File: src/rtl/mm6532_pkg.sv
`default_nettype none
// ============================================================================
// mm6532_pkg : shared encodings for the timer/interrupt register bank
// Rev 1.0
// ============================================================================
package mm6532_pkg;

  typedef enum logic [1:0] {
    C_TIM_0001T = 2'b00,
    C_TIM_0008T = 2'b01,
    C_TIM_0064T = 2'b10,
    C_TIM_1024T = 2'b11
  } tim_mode_e;

  localparam int A_FLAGSEL = 0;
  localparam int A_TIMER   = 2;
  localparam int A_IEN     = 3;
  localparam int A_WSEL    = 4;
  localparam int A_PPOL    = 0;
  localparam int A_PEN     = 1;

  localparam int PFLAG = 6;
  localparam int TFLAG = 7;

endpackage
`default_nettype wire

File: src/rtl/edge_det.sv
`default_nettype none
// ============================================================================
// edge_det : PA7 synchronizer with a polarity-selectable edge detector
// Rev 1.0
// ============================================================================
module edge_det #(
  parameter int SYNC_STAGES = 2
) (
  input  logic clk_i,
  input  logic rst_i,
  input  logic d_i,
  input  logic pol_i,
  output logic edge_o
);

  logic [SYNC_STAGES-1:0] sync_q;
  logic                   hist_q;
  logic [SYNC_STAGES:0]   fill_q;
  logic                   s_last;

  always_ff @(posedge clk_i) begin
    if (rst_i) begin
      sync_q <= '0;
      hist_q <= 1'b0;
      fill_q <= '0;
    end else begin
      sync_q <= {sync_q[SYNC_STAGES-2:0], d_i};
      hist_q <= sync_q[SYNC_STAGES-1];
      fill_q <= {fill_q[SYNC_STAGES-1:0], 1'b1};
    end
  end

  // Edges are ignored until both the synchronizer and the history flop carry real samples.
  assign s_last = sync_q[SYNC_STAGES-1];
  assign edge_o = fill_q[SYNC_STAGES] & (pol_i ? (s_last & ~hist_q) : (~s_last & hist_q));

endmodule
`default_nettype wire

File: src/rtl/timer_irq_ctrl.sv
`default_nettype none
// ============================================================================
// timer_irq_ctrl : interval-timer bus decode plus timer/PA7 interrupt flags
// Rev 1.0
// ============================================================================
module timer_irq_ctrl
  import mm6532_pkg::*;
#(
  parameter int SYNC_STAGES = 2
) (
  input  logic       CLK,
  input  logic       RES,
  input  logic       CS,
  input  logic       RW,
  input  logic [4:0] A,
  input  logic [7:0] DIN,
  input  logic       PA7,
  input  logic       TIM_UF,
  input  logic [7:0] TIM_OUT,
  output logic       TIM_WE,
  output logic [1:0] TIM_MODE,
  output logic [7:0] TIM_IN,
  output logic [7:0] DOUT,
  output logic       IRQ_N
);

  logic tim_wr, ctl_wr, tim_rd, flg_rd, pa7_edge;
  logic tflag_q, tflag_d, pflag_q, pflag_d;
  logic ten_q, ten_d, pen_q, pen_d, ppol_q, ppol_d;

  assign tim_wr = CS & ~RW &  A[A_WSEL] & A[A_TIMER];
  assign ctl_wr = CS & ~RW & ~A[A_WSEL] & A[A_TIMER];
  assign tim_rd = CS &  RW & A[A_TIMER] & ~A[A_FLAGSEL];
  assign flg_rd = CS &  RW & A[A_TIMER] &  A[A_FLAGSEL];

  assign TIM_WE   = tim_wr & ~RES;
  assign TIM_MODE = A[1:0];
  assign TIM_IN   = DIN;

  edge_det #(
    .SYNC_STAGES(SYNC_STAGES)
  ) u_edge_det (
    .clk_i (CLK),
    .rst_i (RES),
    .d_i   (PA7),
    .pol_i (ppol_q),
    .edge_o(pa7_edge)
  );

  always_comb begin
    DOUT = 8'h00;
    if (tim_rd) begin
      DOUT = TIM_OUT;
    end else if (flg_rd) begin
      DOUT[TFLAG] = tflag_q;
      DOUT[PFLAG] = pflag_q;
    end
  end

  // Statement order encodes priority: underflow beats a read-clear, a write-clear beats underflow.
  always_comb begin
    ten_d   = ten_q;
    pen_d   = pen_q;
    ppol_d  = ppol_q;
    tflag_d = tflag_q;
    pflag_d = pflag_q;
    if (tim_wr | tim_rd) ten_d = A[A_IEN];
    if (ctl_wr) begin
      pen_d  = A[A_PEN];
      ppol_d = A[A_PPOL];
    end
    if (tim_rd)   tflag_d = 1'b0;
    if (TIM_UF)   tflag_d = 1'b1;
    if (tim_wr)   tflag_d = 1'b0;
    if (flg_rd)   pflag_d = 1'b0;
    if (pa7_edge) pflag_d = 1'b1;
  end

  always_ff @(posedge CLK) begin
    if (RES) begin
      tflag_q <= 1'b0;
      pflag_q <= 1'b0;
      ten_q   <= 1'b0;
      pen_q   <= 1'b0;
      ppol_q  <= 1'b0;
    end else begin
      tflag_q <= tflag_d;
      pflag_q <= pflag_d;
      ten_q   <= ten_d;
      pen_q   <= pen_d;
      ppol_q  <= ppol_d;
    end
  end

  assign IRQ_N = ~((tflag_q & ten_q) | (pflag_q & pen_q));

endmodule
`default_nettype wire

File: config.mk
export PLATFORM = sky130hd
export DESIGN_NAME = timer_irq_ctrl
export DESIGN_NICKNAME = d
export VERILOG_FILES = /design/src/rtl/mm6532_pkg.sv /design/src/rtl/edge_det.sv /design/src/rtl/timer_irq_ctrl.sv
export SDC_FILE = /design/constraint.sdc
export NUM_CORES = 1
export LEC_CHECK = 0
export CORE_UTILIZATION = 34
export CTS_BUF_LIST = sky130_fd_sc_hd__clkbuf_16
export DETAILED_ROUTE_END_ITERATION = 10
export GPL_ROUTABILITY_DRIVEN = 0
export MAX_ROUTING_LAYER = met4
export PLACE_DENSITY = 0.84
export SYNTH_ARGS = -nofsm -noshare
export SYNTH_HDL_FRONTEND = slang
export SYNTH_SLANG_ARGS = --single-unit
File: constraint.sdc
create_clock -name CLK -period 1.2 [get_ports CLK]
set_input_delay 0.24 -clock CLK [delete_from_list [all_inputs] [get_ports CLK]]
set_output_delay 0.24 -clock CLK [all_outputs]
set_load 0.03 [all_outputs]
Word-level counts from Yosys, hierarchy flattened
Index checks and enable logic that the tools add are counted.
- add/sub/neg operators: 0
- multipliers: 0
- div/mod/pow operators: 0
- $lt $le $gt $ge: 0
- equal/unequal tests: 0
- shift-type cells: 0
- mux-type cells: 9
- bitwise operators: 24
- reduce and logical (&&, ||, !) cells: 3
- operator list (operator ; number):
    $and A1 B1 Y1 ; 15
    $not A1 Y1 ; 7
    $mux W1 ; 6
    $mux W6 ; 1
    $mux W2 ; 2
    $reduce_bool A2 Y1 ; 2
    $or A1 B1 Y1 ; 2
    $reduce_or A2 Y1 ; 1
- register bits after elaboration: 11
- latch bits: 0
- memory bits (writable): 0
- bits in read-only memories: 0
- bits of input ports: 27
- output and inout port bits: 20
- logic and storage cells: 45
- memories kept: 0

Logic depth before layout (Yosys ltp)
- depth after elaboration: 5
- gate-level depth with buffers: 3
- depth with buffers taken out: 3

Modules after synthesis
A second synthesis with hierarchy kept.
- cells, all modules: 58
- area, all modules: 561.8 um2
- modules (own cells, without submodules) (module ; times used ; cells an instance ; area each (um2) ; sequential area each (um2)):
    timer_irq_ctrl ; 1 ; 43 ; 382.9 ; 100.1
    edge_det ; 1 ; 15 ; 178.9 ; 120.1

Worst setup path after synthesis
No wires, ideal clock.
- path type: register -> output
- start: reg pflag_q
- end: out IRQ_N
- arrival time: 0.845 ns
- required time: 0.960 ns
- setup slack: 0.115 ns
- cell stages (with the launch flop): 2
- cell sequence: dfxtp_1 > a22oi_1
- word-level cells in the longest chain between the ends: 3
- RTL lines (item ; line ; RTL):
    from (decl) ; timer_irq_ctrl.sv:28 ; logic tflag_q, tflag_d, pflag_q, pflag_d;
    from (signal assigned) ; timer_irq_ctrl.sv:88 ; pflag_q <= pflag_d;
    $and A1 B1 Y1 ; timer_irq_ctrl.sv:95 ; assign IRQ_N = ~((tflag_q & ten_q) | (pflag_q & pen_q));
    $or A1 B1 Y1 ; timer_irq_ctrl.sv:95 ;
    $not A1 Y1 ; timer_irq_ctrl.sv:95 ;
    to (decl) ; timer_irq_ctrl.sv:24 ; output logic IRQ_N
Every way passes these cells.

Worst setup path in the final report
- start: in A[0]
- end: out DOUT[0]
- word-level cells in the longest chain between the ends: 3
- RTL lines (item ; line ; RTL):
    from (decl) ; timer_irq_ctrl.sv:15 ; input logic [4:0] A,
    $not A1 Y1 ; timer_irq_ctrl.sv:33 ; assign tim_rd = CS & RW & A[A_TIMER] & ~A[A_FLAGSEL];
    $and A1 B1 Y1 ; timer_irq_ctrl.sv:33 ;
    $mux W6 ; timer_irq_ctrl.sv:52 ; if (tim_rd) begin
    to (decl) ; timer_irq_ctrl.sv:23 ; output logic [7:0] DOUT,
Every way passes these cells.

==> out/summary.json <==
{
  "final_setup_skew_ns": 0.00498,
  "fraction_of_final_layout_cells_with_drive_strength_greater_than_1": 0.462,
  "synthCells": 60,
  "finalWirelength_mm": 1.51,
  "ys_types": 22,
  "setup-violations-final": 6,
  "postSynthAreaPerCell_sq_um": 9.57,
  "path_cells": "buf_6, and4b_2, and2_4, buf_6",
  "sort_of_element_at_the_start_of_the_critical_path": "input pin",
  "finalCriticalPeriod_ns": 1.23,
  "final.period_utilization": 1.03,
  "root_buffer": "sky130_fd_sc_hd__clkbuf_16",
  "tritoncts_num_sinks": 11,
  "synth_edf_count": 0,
  "critPathCapture": "DOUT[0]",
  "layout_net_count": 121,
  "rr_worst_depth": 3,
  "core_area_sq_mm": 0.00154,
  "yosys_warnings": 0,
  "critPathSlowestCell": "sky130_fd_sc_hd__and4b_2",
  "critPathCaptureType": "primary output",
  "buf_inv_stages_crit_path": 2,
  "postCtsHoldBufs": 0,
  "io_buffer_count": 30,
  "initial_utilization": 0.373,
  "grt_use_total": 0.186,
  "rsz0062_at_grt": "yes",
  "final-hold-violation-count": 0,
  "routed-via-count": 539,
  "clk_path_buf_depth": 2,
  "die-area_sq_mm": 0.00186,
  "antenna_fix_cells": 0,
  "setup.worst_path.class": "in2out",
  "die-width_microns": 43.1,
  "path_common_cell": "sky130_fd_sc_hd__buf_6",
  "pin_count": 47,
  "postSynth.asyncResetShare": 0,
  "final_area_sq_um": 953,
  "finalCoreUtilization": 0.619,
  "drt-pass1-iter-count": 4,
  "clkSlewWorstSetupHoldPaths_ns": 0.04,
  "grt_pass1_vias": 532,
  "critical_path_maximum_fanout": 7,
  "reg2reg_from": "ppol_q$_SDFFE_PP0P_",
  "synth_top_area_frac": 0.383,
  "grt_pass1_wl_mm": 2.35,
  "vdd_drop_max_v": 0.00113,
  "num_rows": 14,
  "worst_slew_margin_rel": 0.881,
  "placement.cell_area_sq_um": 838,
  "cts_tree": "yes",
  "routed_wire_length_per_instance_microns": 13.8,
  "power.density_cell_area_mw_per_mm2": 1200,
  "pin_count_of_the_biggest_net_entering_global_routing": 11,
  "sequential_to_total_area_share_from_yosys_stat": 0.383,
  "grt_antenna_before_repair": 0,
  "leakagePower_nw": 0.435,
  "worst-slew-pin-transition_ns": 0.173,
  "avgViaCountPerCell": 4.94,
  "grt_overflow": 0,
  "regToRegEndpoint": "pflag_q$_SDFFE_PP0P_",
  "clock_buffer_count_from_cts": 3,
  "timing.final.max_slew_violations": 0,
  "y_dimension_of_the_die_microns": 43.1,
  "critical-path-top-delay-family": "simple AND/OR/NAND/NOR gates",
  "total_number_of_h_tree_levels": 1,
  "drt_drc_violations_left": 0,
  "crit_path_max_incr_delay_ns": 0.35,
  "ys_top_cells_by_count": "sky130_fd_sc_hd__dfxtp_1, sky130_fd_sc_hd__buf_4, sky130_fd_sc_hd__and2_2",
  "worst_slack_ns": -0.0307,
  "synth_largest_area_cell": "sky130_fd_sc_hd__dfxtp_1",
  "ys_ff_latch": 11,
  "drt_iter0_drc": 13,
  "worstSkewPairLatency_ns": 0.24,
  "postSynthNetCount": 87,
  "max_cap_violations": 0,
  "ant_nets_after_route": 0,
  "tightest_hold_check_type": "in2reg",
  "violated_checks": "negative setup slack",
  "leading_cell_type_by_number_of_instances_after_synthesis": "sky130_fd_sc_hd__dfxtp_1",
  "post_synth_instance_area_sq_um": 574,
  "ys.flop_type": "sky130_fd_sc_hd__dfxtp_1",
  "run_status": "finished, violations left",
  "synthToLayoutAreaGrowth_pct": 66.0,
  "worst_setup_path_startpoint": "A[0]",
  "clock.fmax_mhz": 813,
  "worstSetupPathDepth": 4,
  "worst-endpoint-required_ns": 0.96,
  "timing.critical_path.arrival_ns": 0.99,
  "hpwlAfterDp_mm": 1.12,
  "post_synth_main_area_contributors": "sky130_fd_sc_hd__dfxtp_1, sky130_fd_sc_hd__buf_4, sky130_fd_sc_hd__and2_2",
  "reg2reg_setup_slack_ns": 0.31
}
-- how the worst min path moves through the flow --
stage                               startpoint                              end  slack (ns)  depth (start not counted)
3_5_place_dp   u_edge_det.sync_q[0]$_SDFF_PP0_  u_edge_det.sync_q[1]$_SDFF_PP0_        0.43                          1
4_1_cts                                   A[0]              ppol_q$_SDFFE_PP0P_        0.42                          4
6_report                                  A[0]              ppol_q$_SDFFE_PP0P_        0.41                          4
2_1_floorplan                              RES     u_edge_det.fill_q[0]$_DFF_P_        0.31                          1
5_1_grt                                    RES     u_edge_det.fill_q[0]$_DFF_P_        0.43                          3
3_3_place_gp   u_edge_det.sync_q[0]$_SDFF_PP0_  u_edge_det.sync_q[1]$_SDFF_PP0_        0.42                          1
-- tightest hold or removal path, cell delays in order --
cell and delay, ns:
sky130_fd_sc_hd__buf_6 0.07, sky130_fd_sc_hd__buf_4 0.13, sky130_fd_sc_hd__mux2i_1 0.07, sky130_fd_sc_hd__nor2_1 0.08
-- area by class of cell --
cell class | count | area, sq um
timing repair buffer | 40 | 354
inverter | 2 | 7.51
clock inverter | 1 | 3.75
sequential | 11 | 223
multi-input combinational | 36 | 270
tap | 16 | 20.0
clock buffer | 3 | 75.1
fill | 146 | 588
-- through the flow --
| step | TNS, ns | total power, W | hold WS (ns) | cells | setup slack (ns) |
|---|---|---|---|---|---|
| final | -0.115 | 0.00114 | 0.406 | 109 | -0.0307 |
| after global routing | -0.262 | 0.00120 | 0.433 | 109 | -0.0432 |
| after CTS | -0.0878 | 0.00115 | 0.423 | 109 | -0.0178 |
| after detailed placement | -5.01 | 0.000552 | 0.431 | 103 | -0.415 |
| after global placement | -4.43 | 0.000548 | 0.418 | 103 | -0.367 |
| after floorplan | 0 | 0.000505 | 0.308 | 60 | 0.115 |
-- cells in the final DEF, fill, tap and decap left out --
master,n
sky130_fd_sc_hd__and4bb_2,1
sky130_fd_sc_hd__nand3_1,1
sky130_fd_sc_hd__a21oi_1,2
sky130_fd_sc_hd__buf_2,3
sky130_fd_sc_hd__a22oi_1,1
sky130_fd_sc_hd__o21ai_2,1
sky130_fd_sc_hd__buf_6,8
sky130_fd_sc_hd__nor3b_1,1
sky130_fd_sc_hd__nand4b_1,1
sky130_fd_sc_hd__clkdlybuf4s15_1,1
sky130_fd_sc_hd__a21oi_2,1
sky130_fd_sc_hd__and4b_2,2
sky130_fd_sc_hd__nor2b_1,5
sky130_fd_sc_hd__buf_4,15
sky130_fd_sc_hd__mux2i_1,4
sky130_fd_sc_hd__clkdlybuf4s50_1,10
sky130_fd_sc_hd__nor2_1,4
sky130_fd_sc_hd__and2_4,7
sky130_fd_sc_hd__and3b_1,1
sky130_fd_sc_hd__dfxtp_2,2
sky130_fd_sc_hd__inv_1,3
sky130_fd_sc_hd__dlygate4sd2_1,3
sky130_fd_sc_hd__nor3_1,1
sky130_fd_sc_hd__clkbuf_16,3
sky130_fd_sc_hd__o21ai_0,2
sky130_fd_sc_hd__nand3b_1,1
sky130_fd_sc_hd__dfxtp_1,9
-- flip-flops by register name (all words and copies together), names as in the netlist --
name / flops
pflag_q: 1
pen_q: 1
u_edge_det.fill_q: 3
u_edge_det.sync_q: 2
ten_q: 1
ppol_q: 1
tflag_q: 1
u_edge_det.hist_q: 1
-- per-layer routing --
layer | GRT usage | share of wire
met1 | 0.167 | 0.34
met2 | 0.316 | 0.55
met3 | 0.0681 | 0.077
met4 | 0.133 | 0.034
met5 | - | 0
-- repair_timing --
| item | CTS | global route |
|---|---|---|
| buffers inserted | 2 | 0 |
| endpoints found under the setup margin | 14 | 9 |
| pin swaps | 11 | 3 |
| resized for setup | 36 | 2 |
-- where the power goes --
part	leakage [nW]	switching [W]	total (W)	internal, W
registers	0.0911	0.00000634	0.000389	0.000382
logic	0.302	0.0000646	0.000160	0.0000957
clock network	0.0423	0.000158	0.000594	0.000437
total	0.435	0.000229	0.00114	0.000915
-- cells by family (layout without fill, tap and decap cells) --
kind of cell    count (synthesis)  count (layout)  share of synthesized area
buf+inv                        13              46                      0.163
compound gates                  7               7                     0.0784
flops                          11              11                      0.383
mux                             4               4                     0.0697
simple gates                   25              25                      0.305
Note: power is estimated with default switching activity, not from simulation.
